File: config.mk
export PLATFORM = sky130hd
export DESIGN_NAME = pe1_pass_sched
export DESIGN_NICKNAME = d
export VERILOG_FILES = /design/src/rtl/pe1_pass_sched.sv
export SDC_FILE = /design/constraint.sdc
export NUM_CORES = 1
export LEC_CHECK = 0
export BUFFER_PORTS_ARGS = -buffer_cell sky130_fd_sc_hd__buf_4
export CAP_MARGIN = 10
export CORE_MARGIN = 5
export CORE_UTILIZATION = 58
export CTS_BUF_LIST = sky130_fd_sc_hd__clkbuf_16
export CTS_CLUSTER_SIZE = 25
export DETAILED_ROUTE_END_ITERATION = 10
export HOLD_SLACK_MARGIN = 0.08
export PLACE_DENSITY = 0.89
export SLEW_MARGIN = 10
export SYNTH_ARGS = -nofsm -noshare
export SYNTH_HDL_FRONTEND = slang
export SYNTH_SLANG_ARGS = --single-unit
export TNS_END_PERCENT = 100
File: constraint.sdc
create_clock -name clk -period 2.6 [get_ports clk]
set_clock_uncertainty 0.2 [all_clocks]
set_input_delay 0.26 -clock clk [delete_from_list [all_inputs] [get_ports clk]]
set_output_delay 0.26 -clock clk [all_outputs]
set_load 0.02 [all_outputs]
File: src/rtl/pe1_pass_sched.sv
// rtl/pe1_pass_sched.sv - PE1 pass scheduler: sequences NTT/INTT passes, issue addresses, write-back and twiddles
module pe1_pass_sched #(
  parameter int LOG_NBF_K = 6,
  parameter int LOG_NBF_D = 7,
  parameter int LAT_K2    = 4,
  parameter int LAT_K4N   = 4,
  parameter int LAT_K4I   = 14,
  parameter int LAT_D     = 4,
  parameter int TW_AW     = 11
) (
  input  logic                 clk,
  input  logic                 rst,
  input  logic                 start,
  input  logic                 op_kd,
  input  logic                 op_inv,
  input  logic                 hold,
  output logic                 sel_0,
  output logic                 sel_1,
  output logic                 KD_mode,
  output logic                 rd_en,
  output logic [LOG_NBF_D-1:0] rd_addr,
  output logic                 wr_en,
  output logic [LOG_NBF_D-1:0] wr_addr,
  output logic [TW_AW-1:0]     tw_addr,
  output logic [2:0]           pass_idx,
  output logic                 busy,
  output logic                 done
);

  localparam int MAX_A = (LAT_K2 > LAT_K4N) ? LAT_K2 : LAT_K4N;
  localparam int MAX_B = (LAT_K4I > LAT_D) ? LAT_K4I : LAT_D;
  localparam int DL    = (MAX_A > MAX_B) ? MAX_A : MAX_B;
  localparam int AW    = $clog2(DL);
  localparam logic [LOG_NBF_D-1:0] LAST_K = LOG_NBF_D'((1 << LOG_NBF_K) - 1);
  localparam logic [LOG_NBF_D-1:0] LAST_D = '1;

  typedef enum logic [1:0] {S_IDLE, S_ISSUE, S_DRAIN, S_DONE} state_t;

  state_t               state;
  logic                 kd;
  logic                 inv;
  logic [LOG_NBF_D-1:0] j;
  logic [AW-1:0]        cnt;
  logic [AW-1:0]        tap;
  logic [DL-1:0]        dl_v;
  logic [LOG_NBF_D-1:0] dl_a [DL];
  logic [2:0]           sel;
  logic [2:0]           last_pass;
  logic [LOG_NBF_D-1:0] last_j;
  logic [LOG_NBF_D-1:0] jsh;
  int                   lg;
  int                   sh;

  function automatic logic [2:0] sel_for(input logic k, input logic i, input logic [2:0] p);
    if (k) return i ? 3'b110 : 3'b100;
    else if (!i) return (p == 3'd3) ? 3'b000 : 3'b001;
    else return (p == 3'd0) ? 3'b010 : 3'b011;
  endfunction

  assign sel       = {KD_mode, sel_1, sel_0};
  assign last_pass = kd ? 3'd7 : 3'd3;
  assign last_j    = kd ? LAST_D : LAST_K;
  assign rd_en     = (state == S_ISSUE) && !hold;
  assign rd_addr   = j;
  // The tap follows the pass type; the line is flushed at every pass boundary.
  assign wr_en     = dl_v[tap];
  assign wr_addr   = dl_a[tap];

  always_comb begin
    case (sel)
      3'b000, 3'b010: tap = AW'(LAT_K2 - 1);
      3'b001:         tap = AW'(LAT_K4N - 1);
      3'b011:         tap = AW'(LAT_K4I - 1);
      default:        tap = AW'(LAT_D - 1);
    endcase
  end

  always_comb begin
    lg      = kd ? LOG_NBF_D : LOG_NBF_K;
    sh      = lg - ((int'(pass_idx) < lg) ? int'(pass_idx) : lg);
    jsh     = j >> sh;
    tw_addr = '0;
    if (state == S_ISSUE) tw_addr = TW_AW'({pass_idx, jsh});
  end

  always_ff @(posedge clk or negedge rst) begin
    if (!rst) begin
      state                   <= S_IDLE;
      kd                      <= 1'b0;
      inv                     <= 1'b0;
      j                       <= '0;
      cnt                     <= '0;
      pass_idx                <= '0;
      {KD_mode, sel_1, sel_0} <= '0;
      busy                    <= 1'b0;
      done                    <= 1'b0;
      dl_v                    <= '0;
      for (int i = 0; i < DL; i++) dl_a[i] <= '0;
    end else begin
      dl_v    <= {dl_v[DL-2:0], rd_en};
      dl_a[0] <= j;
      for (int i = 1; i < DL; i++) dl_a[i] <= dl_a[i-1];
      case (state)
        S_IDLE: begin
          if (start) begin
            kd                      <= op_kd;
            inv                     <= op_inv;
            pass_idx                <= '0;
            j                       <= '0;
            {KD_mode, sel_1, sel_0} <= sel_for(op_kd, op_inv, 3'd0);
            busy                    <= 1'b1;
            state                   <= S_ISSUE;
          end
        end
        S_ISSUE: begin
          if (rd_en) begin
            if (j == last_j) begin
              j     <= '0;
              cnt   <= '0;
              state <= S_DRAIN;
            end else begin
              j <= j + 1'b1;
            end
          end
        end
        S_DRAIN: begin
          if (cnt == tap) begin
            dl_v <= '0;
            if (pass_idx == last_pass) begin
              pass_idx                <= '0;
              {KD_mode, sel_1, sel_0} <= '0;
              busy                    <= 1'b0;
              done                    <= 1'b1;
              state                   <= S_DONE;
            end else begin
              pass_idx                <= pass_idx + 3'd1;
              {KD_mode, sel_1, sel_0} <= sel_for(kd, inv, pass_idx + 3'd1);
              state                   <= S_ISSUE;
            end
          end else begin
            cnt <= cnt + 1'b1;
          end
        end
        default: begin
          done  <= 1'b0;
          state <= S_IDLE;
        end
      endcase
    end
  end

endmodule

=== Word-level counts from Yosys, hierarchy flattened ===
Index checks and enable logic that the tools add are counted.

* Bits in registers: 135
* Output and inout bits: 35
* Logic and storage cells: 122
* Bits of input ports: 6

* $add $sub $neg: 4
* $lt $le $gt $ge: 3
* Shift-type cells: 1
* Equal/unequal tests: 13
* Reduce and logical (&&, ||, !) cells: 15
* Bitwise logic cells: 2
* Multiplexer cells: 58

{| class="wikitable"
|+ Operators by type and width
! operator !! number
|-
| $mux 7 || 6
|-
| $shr 7x32->7 || 1
|-
| $bmux 7 s4 || 1
|-
| $mux 14 || 2
|-
| $mux 3 || 7
|-
| $mux 1 || 18
|-
| $mux 2 || 9
|-
| $mux 4 || 4
|-
| $pmux 7 s2 || 1
|-
| $reduce_and 4->1 || 3
|-
| $mux 10 || 1
|-
| $ne 2x2->1 const B || 5
|-
| $pmux 1 s2 || 5
|-
| $reduce_and 3->1 || 3
|-
| $pmux 4 s2 || 1
|-
| $add 7x1->7 const B || 1
|-
| $eq 7x7->1 || 1
|-
| $eq 3x2->1 const B || 2
|-
| $pmux 2 s3 || 1
|-
| $pmux 3 s2 || 1
|-
| $reduce_bool 2->1 || 3
|-
| $ge 5x5->1 const B || 1
|-
| $lt 4x5->1 const B || 1
|-
| $not 4->5 || 1
|-
| 17 further kinds || 17
|}

=== Depth between registers and ports, before layout ===
Gate-level depths: netlist (run 1).

* Depth in word-level cells: 8
* Depth in mapped cells: 8
* Gate-level depth less buffers: 8

=== Worst setup path before layout (run 1) ===
OpenSTA, ideal clock, no wires.

* Path type: reg-to-output
* Start point: reg pass_idx[2]
* End point: out tw_addr[0]
* Arrival: 2.278 ns
* Cell stages (with the launch flop): 9
* Required time: 2.140 ns
* Path slack: -0.138 ns
* Cell sequence: dfrtp_1 -> buf_2 -> a31oi_1 -> ha_1 -> ha_1 -> clkbuf_1 -> o31ai_1 -> a21oi_1 -> nor3_1

* Cells in the longest elaborated chain, start to end: 5

{| class="wikitable"
|+ Ends and longest elaborated chain
! element !! line !! text
|-
| start, declared || 25 || <nowiki>output logic [2:0] pass_idx,</nowiki>
|-
| start signal, assigned || 136 || <nowiki>pass_idx <= pass_idx + 3'd1;</nowiki>
|-
| $lt 3x3->1 || 80 || <nowiki>sh = lg - ((int'(pass_idx) < lg) ? int'(pass_idx) : lg);</nowiki>
|-
| $mux 3 * || 80 ||
|-
| $sub 3x3->4 * || 80 ||
|-
| $shr 7x32->7 * || 81 || <nowiki>jsh = j >> sh;</nowiki>
|-
| $mux 10 * || 83 || <nowiki>if (state == S_ISSUE) tw_addr = TW_AW'({pass_idx, jsh});</nowiki>
|-
| end, declared || 24 || <nowiki>output logic [TW_AW-1:0] tw_addr,</nowiki>
|}

Every way passes the cells marked *; elsewhere a longest branch is shown, timed or not.

=== Worst setup path after layout (run 1) ===
* Start point: reg kd
* End point: out tw_addr[4]

* Cells in the longest elaborated chain, start to end: 6

{| class="wikitable"
|+ Ends and longest elaborated chain
! element !! line !! text
|-
| start, declared || 40 || <nowiki>logic kd;</nowiki>
|-
| start signal, assigned || 106 || <nowiki>kd <= op_kd;</nowiki>
|-
| $mux 1 * || 79 || <nowiki>lg = kd ? LOG_NBF_D : LOG_NBF_K;</nowiki>
|-
| $lt 3x3->1 || 80 ||
|-
| $mux 3 || 80 ||
|-
| $sub 3x3->4 * || 80 ||
|-
| $shr 7x32->7 * || 81 ||
|-
| $mux 10 * || 83 ||
|}

Marks and branches as above.

==> results.sh, run 1 <==
export IMPL_stdcell_count=514
export IMPL_clockBufferDepth=2
export IMPL_failed_checks="negative setup slack"
export IMPL_rsz0062_at_grt="true"
export IMPL_core_um2=7810
export IMPL_ys_seq_elements=135
export IMPL_synth_top_cell_area_share=0.719
export IMPL_crit_arrival_ps=2280
export IMPL_syn_area_um2=4700
export IMPL_drive_above_1_share=0.308
export IMPL_synth_edf_count=0
export IMPL_grt_pass1_vias=3094
export IMPL_status="finished with violations"
export IMPL_antenna_found_initial=0
export IMPL_die_h_um=100
export IMPL_finalHoldViolations=0
export IMPL_syn_inst=325
export IMPL_grt_pass1_wl_um=16800
export IMPL_avgSynthCellArea_um2=14.5
export IMPL_syn_nets=338
export IMPL_ios=41
export IMPL_r2r_start="rd_addr[0]"
export IMPL_dieArea_um2=10000
export IMPL_end_kind="primary output"
export IMPL_ys_async_sr_fraction=1.00
export IMPL_synth_top_cells_by_count="dfrtp_1 (135), nand2_1 (20), and2_1 (17)"
export IMPL_vias_per_cell=5.67
export IMPL_synth_main_ff_cell="dfrtp_1"
export IMPL_dp_hpwl_um=5520
export IMPL_worstMarginPinSlew_ps=710
export IMPL_initial_core_util=0.602
export IMPL_max_cap_violations=0
export IMPL_clock_sinks=135
export IMPL_clk_pin_slew_ps=60
export IMPL_cp_start_kind="register"
export IMPL_cts_made_buffers=17
export IMPL_worst_slack_ps=-142
export IMPL_ys_types=55
export IMPL_fmax_mhz=365
export IMPL_setup_viol=3
export IMPL_power_density_nw_per_um2=1110
export IMPL_clk_latency_ps=400
export IMPL_ir_drop_v=0.000642
export IMPL_layout_nets=412
export IMPL_p_total_mw=6.62
export IMPL_cts_root_buffer="clkbuf_16"
export IMPL_slew_headroom=0.526
export IMPL_grt_max_degree=58
export IMPL_antenna_left=0
export IMPL_tritoncts="yes"
export IMPL_htree_levels=4
export IMPL_path_max_fanout=6
export IMPL_cp_required_ps=2140
export IMPL_dp_cells=466
export IMPL_yosysSeqAreaShare=0.719
export IMPL_vias=2913
export IMPL_post_route_period_util=1.05
export IMPL_min_from="dl_a[91]"
export IMPL_overflow=0
export IMPL_portBuffers=39
export IMPL_final_core_util=0.765
export IMPL_place_congestion=0.890
export IMPL_grt_total_usage=0.221
export IMPL_ys_warn_count=0
export IMPL_drt_total_wl_um=10200
export IMPL_drcViolationCount=0
export IMPL_place_ws_ps=90.7
export IMPL_hold_class="reg2reg"
export IMPL_die_w_um=100
export IMPL_critPathKind="reg2out"
export IMPL_synth_top_area_cell="dfrtp_1"
export IMPL_ys_top_cells_by_area="dfrtp_1 (72%), mux2_2 (3.1%), and2_1 (2.3%)"
export IMPL_cp_startpoint="kd"
export IMPL_rows=32
export IMPL_wl_per_cell_um=19.9
export IMPL_power_leakage_nw=2.81
export IMPL_yosysMostFrequentCell="dfrtp_1"
export IMPL_diodes=0
export IMPL_min_period_ps=2740
export IMPL_area_growth_pct=27.1
export IMPL_first_iter_violations=139
export IMPL_maxSlewViolCount=0
export IMPL_drtPass1Iterations=4
## logic make-up (layout without fill, tap and decap cells)
family	Yosys count	after routing	synth area share
other cells	1	1	0.000798
fa+ha+maj	8	8	0.0208
buf+inv	17	104	0.0184
compound gates	44	44	0.0647
mux	20	20	0.0490
simple gates	93	93	0.114
flops	135	135	0.719
xor+xnor	7	7	0.0130
## metal layers
layer  GRT usage  part of all wire
met2       0.363              0.53
met3      0.0660             0.044
met4      0.0549             0.013
met5           0                 0
met1       0.293              0.42
## metrics by stage
stage | hold WS [ps] | instance area, um2 | TNS (ps)
final | 142 | 5970 | -243
after global routing | 146 | 5970 | -858
after CTS | 145 | 5900 | 0
after detailed placement | 136 | 5180 | 0
after global placement | 131 | 5180 | 0
after floorplan | -236 | 4710 | 0
## path summary, 6_finish.rpt
path                               to  depth (start not counted)  slack (ps)
max                        tw_addr[4]                          8        -140
min                          dl_a[84]                          0         140
max reg2reg                    cnt[2]                          5         360
min reg2reg                  dl_a[84]                          0         140
max in group asynchronous    dl_a[59]                          3        1300
min in group asynchronous    dl_a[18]                          2         260
## worst max-delay path, stage by stage (launching register included)
cell and delay, ps:
dfrtp_1 390, inv_2 90, a31oi_4 100, ha_4 340
mux2i_1 380, a211oi_2 150, buf_4 160, nor2b_1 120
buf_4 150
## cell usage in the layout (no fill, tap or decap), drive strengths merged, types with 2 or more instances in the layout
| master | Yosys | routed |
|---|---|---|
| dfrtp | 135 | 135 |
| buf | 6 | 63 |
| nand2 | 20 | 20 |
| and2 | 17 | 17 |
| clkbuf | 7 | 17 |
| mux2 | 14 | 14 |
| nor2 | 13 | 13 |
| nand3 | 11 | 11 |
| a21oi | 9 | 9 |
| o21ai | 9 | 9 |
| inv | 4 | 8 |
| ha | 7 | 7 |
| a211oi | 6 | 6 |
| mux2i | 6 | 6 |
| xnor2 | 5 | 5 |
| clkinvlp | 0 | 5 |
| dlygate4sd3 | 0 | 5 |
| nor3 | 5 | 5 |
| nand2b | 5 | 5 |
| clkinv | 0 | 5 |
| nor2b | 4 | 4 |
| o31ai | 3 | 3 |
| a31oi | 3 | 3 |
| nor3b | 3 | 3 |
| and4b | 2 | 2 |
| or3 | 2 | 2 |
| nor4b | 2 | 2 |
| o2111ai | 2 | 2 |
| o21bai | 2 | 2 |
| xor2 | 2 | 2 |
| or2 | 2 | 2 |
| or4b | 2 | 2 |
## registers in the layout, indices dropped and copies added, names as in the netlist
register,flops
dl_v,14
done,1
pass_idx,3
dl_a,98
KD_mode,1
busy,1
kd,1
state,2
sel_1,1
sel_0,1
rd_addr,7
cnt,4
inv,1
## where the power goes
group	internal (mW)	total, mW	switching (mW)
Sequential	2.75	3.11	0.358
Combinational	0.581	1.28	0.696
Clock	1.32	2.23	0.915
Total	4.65	6.62	1.97
## final cells by class
class	count	area, um2
Clock buffer	17	425
Clock inverter	15	130
Fill cell	428	1830
Inverter	4	15.0
Multi-Input combinational cell	173	1340
Sequential cell	135	3380
Tap cell	102	128
Timing Repair Buffer	68	559
## timing repair
action / 4_1_cts / 5_1_grt
hold endpoints to repair: 60 / 0
pin swaps: 2 / 7
setup endpoints to repair: 7 / 7
gates resized for setup: 15 / 9
setup buffers: 5 / 6
hold buffers: 5 / 0
(Power assumes the default switching activity.)
==> run 2, diff against run 1 <==
- clock period: 2.6 -> 3 ns (I/O delays scaled with it)
==> results.sh, run 2 (synthesis gave the netlist of run 1 again) <==
export IMPL_r2r_start="state[1]"
export IMPL_path_max_fanout=12
export IMPL_place_congestion=0.904
export IMPL_crit_arrival_ps=2350
export IMPL_core_um2=7810
export IMPL_rr_endpoint="sel_0"
export IMPL_maxSlewViolCount=0
export IMPL_use_met1=0.290
export IMPL_power_leakage_nw=2.72
export IMPL_cp_required_ps=2500
export IMPL_final_common_cell="dfrtp_1"
export IMPL_grt_max_degree=78
export IMPL_clk_pin_slew_ps=50
export IMPL_grt_pass1_wl_um=15900
export IMPL_critPathKind="reg2out"
export IMPL_rows=32
export IMPL_grt_busiest_layer="met2"
export IMPL_vias=2756
export IMPL_power_density_nw_per_um2=997
export IMPL_final_setup_tns_ps=0
export IMPL_diodes=0
export IMPL_path_delay_family="adder cells"
export IMPL_drt_total_wl_um=9400
export IMPL_initial_core_util=0.602
export IMPL_setup_viol=0
export IMPL_gr_usage_met2=0.329
export IMPL_ios=41
export IMPL_layout_nets=391
export IMPL_clk_latency_ps=400
export IMPL_worst_path_stages=9
export IMPL_status="complete, no violations"
export IMPL_min_from="start"
export IMPL_grt_total_usage=0.209
export IMPL_fmax_mhz=351
export IMPL_portBuffers=39
export IMPL_path_buf_inv=2
export IMPL_worstRegToRegCells=3
export IMPL_wl_per_cell_um=19.1
export IMPL_dp_hpwl_um=5340
export IMPL_post_dp_cell_area_um2=5090
export IMPL_cts_root_buffer="clkbuf_16"
export IMPL_largest_reg_flops=98
export IMPL_area_growth_pct=23.4
export IMPL_overflow=0
export IMPL_antenna_found_initial=0
export IMPL_htree_levels=4
export IMPL_clock_sinks=135
export IMPL_worstPathCellList="inv_2 -> a31oi_2 -> ha_4 -> ha_4 -> a21oi_1 -> a211oi_2 -> nor2_1 -> nor3_1 -> buf_4"
export IMPL_finalHoldViolations=0
export IMPL_end_kind="primary output"
export IMPL_drtPass1Iterations=4
export IMPL_worstMarginPinSlew_ps=631
export IMPL_die_w_um=100
export IMPL_hold_class="in2reg"
export IMPL_dieArea_um2=10000
export IMPL_cp_startpoint="kd"
export IMPL_drive_above_1_share=0.254
export IMPL_post_route_period_util=0.949
export IMPL_regMostFlops="dl_a"
export IMPL_fillers=467
export IMPL_tritoncts="yes"
export IMPL_place_ws_ps=330
export IMPL_final_cell_mix="dfrtp_1 (133), buf_4 (42), nand2_1 (20)"
export IMPL_drcViolationCount=0
export IMPL_slowest_stage="dfrtp_1"
export IMPL_grt_pass1_vias=2895
export IMPL_antenna_left=0
export IMPL_vias_per_cell=5.60
export IMPL_cpPeakStageDelay_ps=430
export IMPL_slew_headroom=0.578
export IMPL_ir_drop_v=0.000538
export IMPL_first_iter_violations=237
export IMPL_min_period_ps=2850
export IMPL_grt_use_met3=0.0521
export IMPL_cts_setup_buffers=0
export IMPL_crit_path_end="tw_addr[0]"
export IMPL_rsz0062_at_grt="false"
export IMPL_cp_start_kind="register"
export IMPL_path_common_cell="ha_4"
export IMPL_cts_made_buffers=17
export IMPL_max_cap_violations=0
export IMPL_worst_slack_ps=154
export IMPL_fin_area_um2=5800
export IMPL_clockBufferDepth=2
export IMPL_rrSetupSlack_ps=760
export IMPL_die_h_um=100
run 2: cell types whose count changed in the layout (fill, tap and decap cells not counted), sizes merged:
| cell | before | now |
|---|---|---|
| dlygate4sd3 | 5 | 4 |
| clkinvlp | 5 | 3 |
| buf | 63 | 43 |
| inv | 8 | 7 |
| bufinv | 1 | 4 |
| clkinv | 5 | 4 |
run 2: tightest hold or removal path, cell delays in order:
cell	delay (ps)
buf_4	130
nor3_1	140
a211oi_1	70
run 2: per-stage QoR:
step	hold slack (ps)	cells	utilization	power, mW
floorplan	-196	325	-	3.14
global placement	61.5	457	0.652	3.52
detailed placement	70.2	457	0.652	3.59
CTS	84.5	492	0.738	5.80
global route	96.4	492	0.743	6.05
finish	91.7	492	0.743	5.78
run 2: area by class of cell:
type,instances,area (um2),area share
clock buffers,17,425,0.0734
clock inverters,14,181,0.0313
inverters,4,15.0,0.00259
multi-input cells,173,1290,0.223
flip-flops and latches,135,3380,0.583
well taps,102,128,0.0220
repair buffers,47,375,0.0647
run 2: worst min-delay path by stage:
| stage | end | slack, ps | cells after the start |
|---|---|---|---|
| after floorplan | KD_mode | -200 | 0 |
| final | state[0] | 90 | 3 |
| after global routing | state[0] | 100 | 3 |
| after global placement | dl_v[11] | 60 | 1 |
| after CTS | state[0] | 80 | 3 |
| after detailed placement | dl_a[4] | 70 | 1 |
run 2: metal layers:
layer,vias to the layer above,wire length [um]
li1,1222,-
met1,1416,4010
met2,104,4790
met3,14,474
met4,0,120
met5,-,0
run 2: repair_timing:
item | 4_1_cts | 5_1_grt
resized for setup | 4 | 8
pin swaps | 0 | 0
endpoints found under the hold margin | 39 | 0
endpoints found under the setup margin | 5 | 5
hold buffers | 4 | 0
gates cloned | 0 | 0
run 2: report_power, final:
group / switching [mW] / internal, mW / leakage, nW
logic: 0.536 / 0.415 / 0.748
clock network: 0.747 / 1.38 / 0.292
registers: 0.320 / 2.38 / 1.68
total: 1.60 / 4.18 / 2.72
